$ cat src/rtl/ifetch.sv
// Instruction fetch unit: keeps the fetch PC, prefetches words from instruction
// memory into a 2-entry buffer and hands them to the IR one strobe at a time.
module ifetch #(
  parameter int            AW       = 8,
  parameter logic [AW-1:0] RESET_PC = '0
) (
  input  logic          clk,
  input  logic          rst,
  input  logic          en_fetch,
  input  logic          jmp,
  input  logic [AW-1:0] jmp_addr,
  output logic          mem_req,
  output logic [AW-1:0] mem_addr,
  input  logic          mem_ack,
  input  logic [15:0]   mem_data,
  output logic [15:0]   ins,
  output logic          ins_en,
  output logic [AW-1:0] pc,
  output logic          stall
);

  logic [AW-1:0] buf_addr [2];
  logic [15:0]   buf_word [2];
  logic [1:0]    count;
  logic          pending;
  logic          discard;
  logic [AW-1:0] fetch_pc;

  logic          ack;
  logic          push;
  logic          pop;
  logic [1:0]    count_nxt;
  logic [1:0]    wr_slot;
  logic          pending_nxt;
  logic          discard_nxt;
  logic [AW-1:0] fetch_pc_nxt;
  logic          req_nxt;
  logic [AW-1:0] addr_nxt;
  logic          stall_nxt;

  always_comb begin
    ack          = mem_req & mem_ack;
    push         = ack & ~discard & ~jmp;
    pop          = ~jmp & (en_fetch | pending) & (count != 2'd0);
    count_nxt    = count;
    wr_slot      = count;
    pending_nxt  = pending;
    discard_nxt  = discard;
    fetch_pc_nxt = fetch_pc;
    req_nxt      = mem_req;
    addr_nxt     = mem_addr;

    if (jmp) begin
      count_nxt    = 2'd0;
      fetch_pc_nxt = jmp_addr;
      pending_nxt  = pending | en_fetch;
    end else begin
      count_nxt   = count + {1'b0, push} - {1'b0, pop};
      wr_slot     = pop ? count - 2'd1 : count;
      pending_nxt = pop ? 1'b0 : (pending | en_fetch);
      if (push)
        fetch_pc_nxt = fetch_pc + 1'b1;
    end

    if (mem_req & ~mem_ack & jmp)
      discard_nxt = 1'b1;
    else if (ack)
      discard_nxt = 1'b0;

    // An unacked request is held; a discarded ack leaves one idle edge before reissue.
    if (mem_req & ~mem_ack) begin
      req_nxt  = 1'b1;
      addr_nxt = mem_addr;
    end else if (ack & discard & ~jmp) begin
      req_nxt = 1'b0;
    end else if (count_nxt != 2'd2) begin
      req_nxt  = 1'b1;
      addr_nxt = fetch_pc_nxt;
    end else begin
      req_nxt = 1'b0;
    end

    stall_nxt = pending_nxt & (count_nxt == 2'd0);
  end

  always_ff @(posedge clk or negedge rst) begin
    if (!rst) begin
      buf_addr[0] <= '0;
      buf_addr[1] <= '0;
      buf_word[0] <= '0;
      buf_word[1] <= '0;
      count       <= 2'd0;
      pending     <= 1'b0;
      discard     <= 1'b0;
      fetch_pc    <= RESET_PC;
      mem_req     <= 1'b0;
      mem_addr    <= '0;
      ins         <= '0;
      ins_en      <= 1'b0;
      pc          <= '0;
      stall       <= 1'b0;
    end else begin
      count    <= count_nxt;
      pending  <= pending_nxt;
      discard  <= discard_nxt;
      fetch_pc <= fetch_pc_nxt;
      mem_req  <= req_nxt;
      mem_addr <= addr_nxt;
      stall    <= stall_nxt;
      ins_en   <= pop;
      if (pop) begin
        ins         <= buf_word[0];
        pc          <= buf_addr[0];
        buf_word[0] <= buf_word[1];
        buf_addr[0] <= buf_addr[1];
      end
      // Head is entry 0; a write after the shift lands in the freed slot.
      if (push) begin
        buf_word[wr_slot[0]] <= mem_data;
        buf_addr[wr_slot[0]] <= mem_addr;
      end
    end
  end

endmodule

$ cat config.mk
export PLATFORM = sky130hd
export DESIGN_NAME = ifetch
export DESIGN_NICKNAME = d
export VERILOG_FILES = /design/src/rtl/ifetch.sv
export SDC_FILE = /design/constraint.sdc
export NUM_CORES = 1
export LEC_CHECK = 0
export ABC_AREA = 1
export ABC_CLOCK_PERIOD_IN_PS = 5250
export CAP_MARGIN = 20
export CORE_MARGIN = 2
export CORE_UTILIZATION = 58
export CTS_CLUSTER_SIZE = 14
export DETAILED_ROUTE_END_ITERATION = 8
export PLACE_DENSITY = 0.9
export SETUP_SLACK_MARGIN = 0.15
export SLEW_MARGIN = 30
export SYNTH_ARGS = -nofsm -noshare
export SYNTH_HDL_FRONTEND = slang
export SYNTH_SLANG_ARGS = --single-unit
$ cat constraint.sdc
create_clock -name clk -period 5.25 [get_ports clk]
set_clock_uncertainty 0.2 [all_clocks]
set_input_delay 0.7875 -clock clk [delete_from_list [all_inputs] [get_ports clk]]
set_output_delay 0.7875 -clock clk [all_outputs]
set_load 0.005 [all_outputs]
==> results.ini <==
[timing]
fin_setup_tns_ps = 0
finalHoldViolCount = 0
setup_violations = 0
max_freq_mhz = 291
setup_slack_ps = 1820
min_period_ps = 3430
worstMarginPinSlew_ps = 908
relSlewSlack = 0.394
min_period_over_period = 0.654
final_max_slew_viol_count = 0
rsz0062_at_grt = no

[critical_path]
rr_startpoint = pending
crit_path_end_kind = register
cp_max_fo = 49
crit_type = input pin to register
cpPeakStageDelay_ps = 820
crit_top_cell = nand2_1
r2r_slack_ps = 2540
crit_path_start_kind = input pin
cp.required_ps = 5340
r2r_end = mem_addr[5]
rr_worst_depth = 15
worstPathArrival_ps = 3520
path_cells = clkdlybuf4s50_1 -> nor2_4 -> nand2_2 -> buf_4 -> inv_2 -> ha_1 -> inv_1 -> ha_1 -> inv_1 -> nand2_1 -> nand3_1 -> nor2_1 -> nor2_2 -> nand2_1 -> nand2_1
crit_slowest_cell = clkdlybuf4s50_1

[route]
first_pass_iters = 4
ant_nets = 0
route.detailed.drc = 0
vias_per_cell = 5.08
wl_per_cell_um = 12.9
routed_wl_um = 8370
first_iter_violations = 196
vias = 3305

[floorplan]
start_util = 0.591
io_pins = 64
dieArea_mm2 = 0.00797
dieWidth_um = 89.3
fp-row-count = 31
die_h_um = 89.3
coreArea_mm2 = 0.00714

[yosys]
synth-simple-area-share = 0.189
synth_warnings = 0
synth.distinct_cells = 27
synth_fa_ha_area_frac = 0.00890
syn_nets = 523
synth_top_family_by_area = simple AND/OR/NAND/NOR gates
synth.area.top_cells = dfrtp_1 56%, nand2_1 14%, o21ai_0 7.6%
ys_ff_latch = 95
syn_avg_cell_area_um2 = 8.59
synth_xor_area_frac = 0.00208
yosys.area.top_type = dfrtp_1
synth-compound-area-share = 0.132
synth_top_area_share = 0.564
syn-cell-area_mm2 = 0.00422
seq_area_frac_synth = 0.564
netlist_instances = 491
muxShareOfSynthArea = 0

[power_and_ir_drop]
peakVddDrop_uv = 253
leakage_nw = 2.49
power_density_mw_per_mm2 = 520
total_power_mw = 2.63

[place]
dp_hpwl_um = 5470
dp_worst_setup_slack_ps = 1440
io_buffers = 63
place_congestion = 0.784

[clock_tree]
holdBufCountCts = 0
cts_made_buffers = 9
cts.htree.levels = 3
clk_latency_ps = 350
cts_setup_buffers = 0
root_buffer = clkbuf_8
clk_path_buf_depth = 2
clk_pin_slew_ps = 100
cts_tree = done
ctsResizeCount = 0
clkSinkCount = 95

[layout]
fin_util = 0.708
diodes = 0
syn_to_final_growth_pct = 19.9
drive_gt1_frac = 0.0690
fin_nets = 578

[global_route]
antenna_found_initial = 0
grt_pass1_wl_um = 13300
overflow = 0
grtUsageTotal = 0.217
grt_pass1_vias = 3047
grt_max_degree = 71

[hold_path]
min_path_type = input pin to async pin

[flow_run]
drv_cap = 0

[outcome]
status = completed

-- stage by stage --
step	hold WS [ps]	area, µm²	cells
after detailed placement	272	4830	633
after global placement	263	4830	633
after floorplan	253	4220	491
after CTS	115	5040	649
after global routing	128	5060	650
final	112	5060	650
-- where the power goes --
group	total, mW	internal, mW	leakage (nW)	switching, mW
logic	0.928	0.441	1.18	0.487
clock network	0.501	0.249	0.107	0.252
registers	1.20	1.04	1.20	0.164
-- cells in the final DEF, fill, tap and decap left out, types with 4 or more instances in the layout --
| master | netlist | routed |
|---|---|---|
| dfrtp_1 | 95 | 95 |
| buf_4 | 0 | 4 |
| clkbuf_8 | 0 | 11 |
| nand2_1 | 160 | 160 |
| o21ai_2 | 6 | 6 |
| o21ai_0 | 64 | 64 |
| nor2_1 | 8 | 8 |
| o21ai_1 | 31 | 31 |
| inv_1 | 70 | 70 |
| clkdlybuf4s50_1 | 0 | 62 |
| nand3_1 | 14 | 14 |
-- logic make-up after synthesis --
kind of cell | after synthesis
simple gates | 193
compound gates | 104
buf+inv | 95
flops | 95
fa+ha+maj | 3
xor+xnor | 1
-- metal layers --
layer  vias up  wire, µm  GRT usage
li1       1637         -          -
met1      1564      3740      0.292
met2        96      4100      0.361
met3         8       442     0.0277
met4         0        87     0.0841
met5         -         0          0
-- area by class of cell --
class                           count  area (µm²)
Timing Repair Buffer               67         671
Tap cell                           99         124
Multi-Input combinational cell    301        1400
Inverter                           72         275
Fill cell                         549        2080
Clock inverter                      4        52.6
Sequential cell                    95        2380
Clock buffer                       12         155
-- synth_stat cells, drive strengths merged --
cell type    n
o21bai       1
nand3       15
o22ai        1
buf         17
o21ai      101
nor2        12
nand4        3
dfrtp       95
ha           3
clkbuf       6
nand2      163
a31oi        1
xnor2        1
inv         72
-- worst max-delay path: cells and delay by family --
family,cells,cell delay [ps]
buffers and inverters,5,1380
adders and majority gates,2,470
and+or+nand+nor,8,890
-- how the worst max path moves through the flow --
stage / from / end / slack [ps] / depth (start not counted)
2_1_floorplan: en_fetch / mem_addr[0] / 2600 / 13
5_1_grt: jmp / mem_addr[1] / 1620 / 15
3_3_place_gp: jmp / mem_addr[5] / 1600 / 15
4_1_cts: jmp / mem_addr[5] / 1790 / 15
3_5_place_dp: jmp / mem_addr[5] / 1440 / 15
6_report: jmp / mem_addr[5] / 1820 / 15
(Power assumes the default switching activity.)
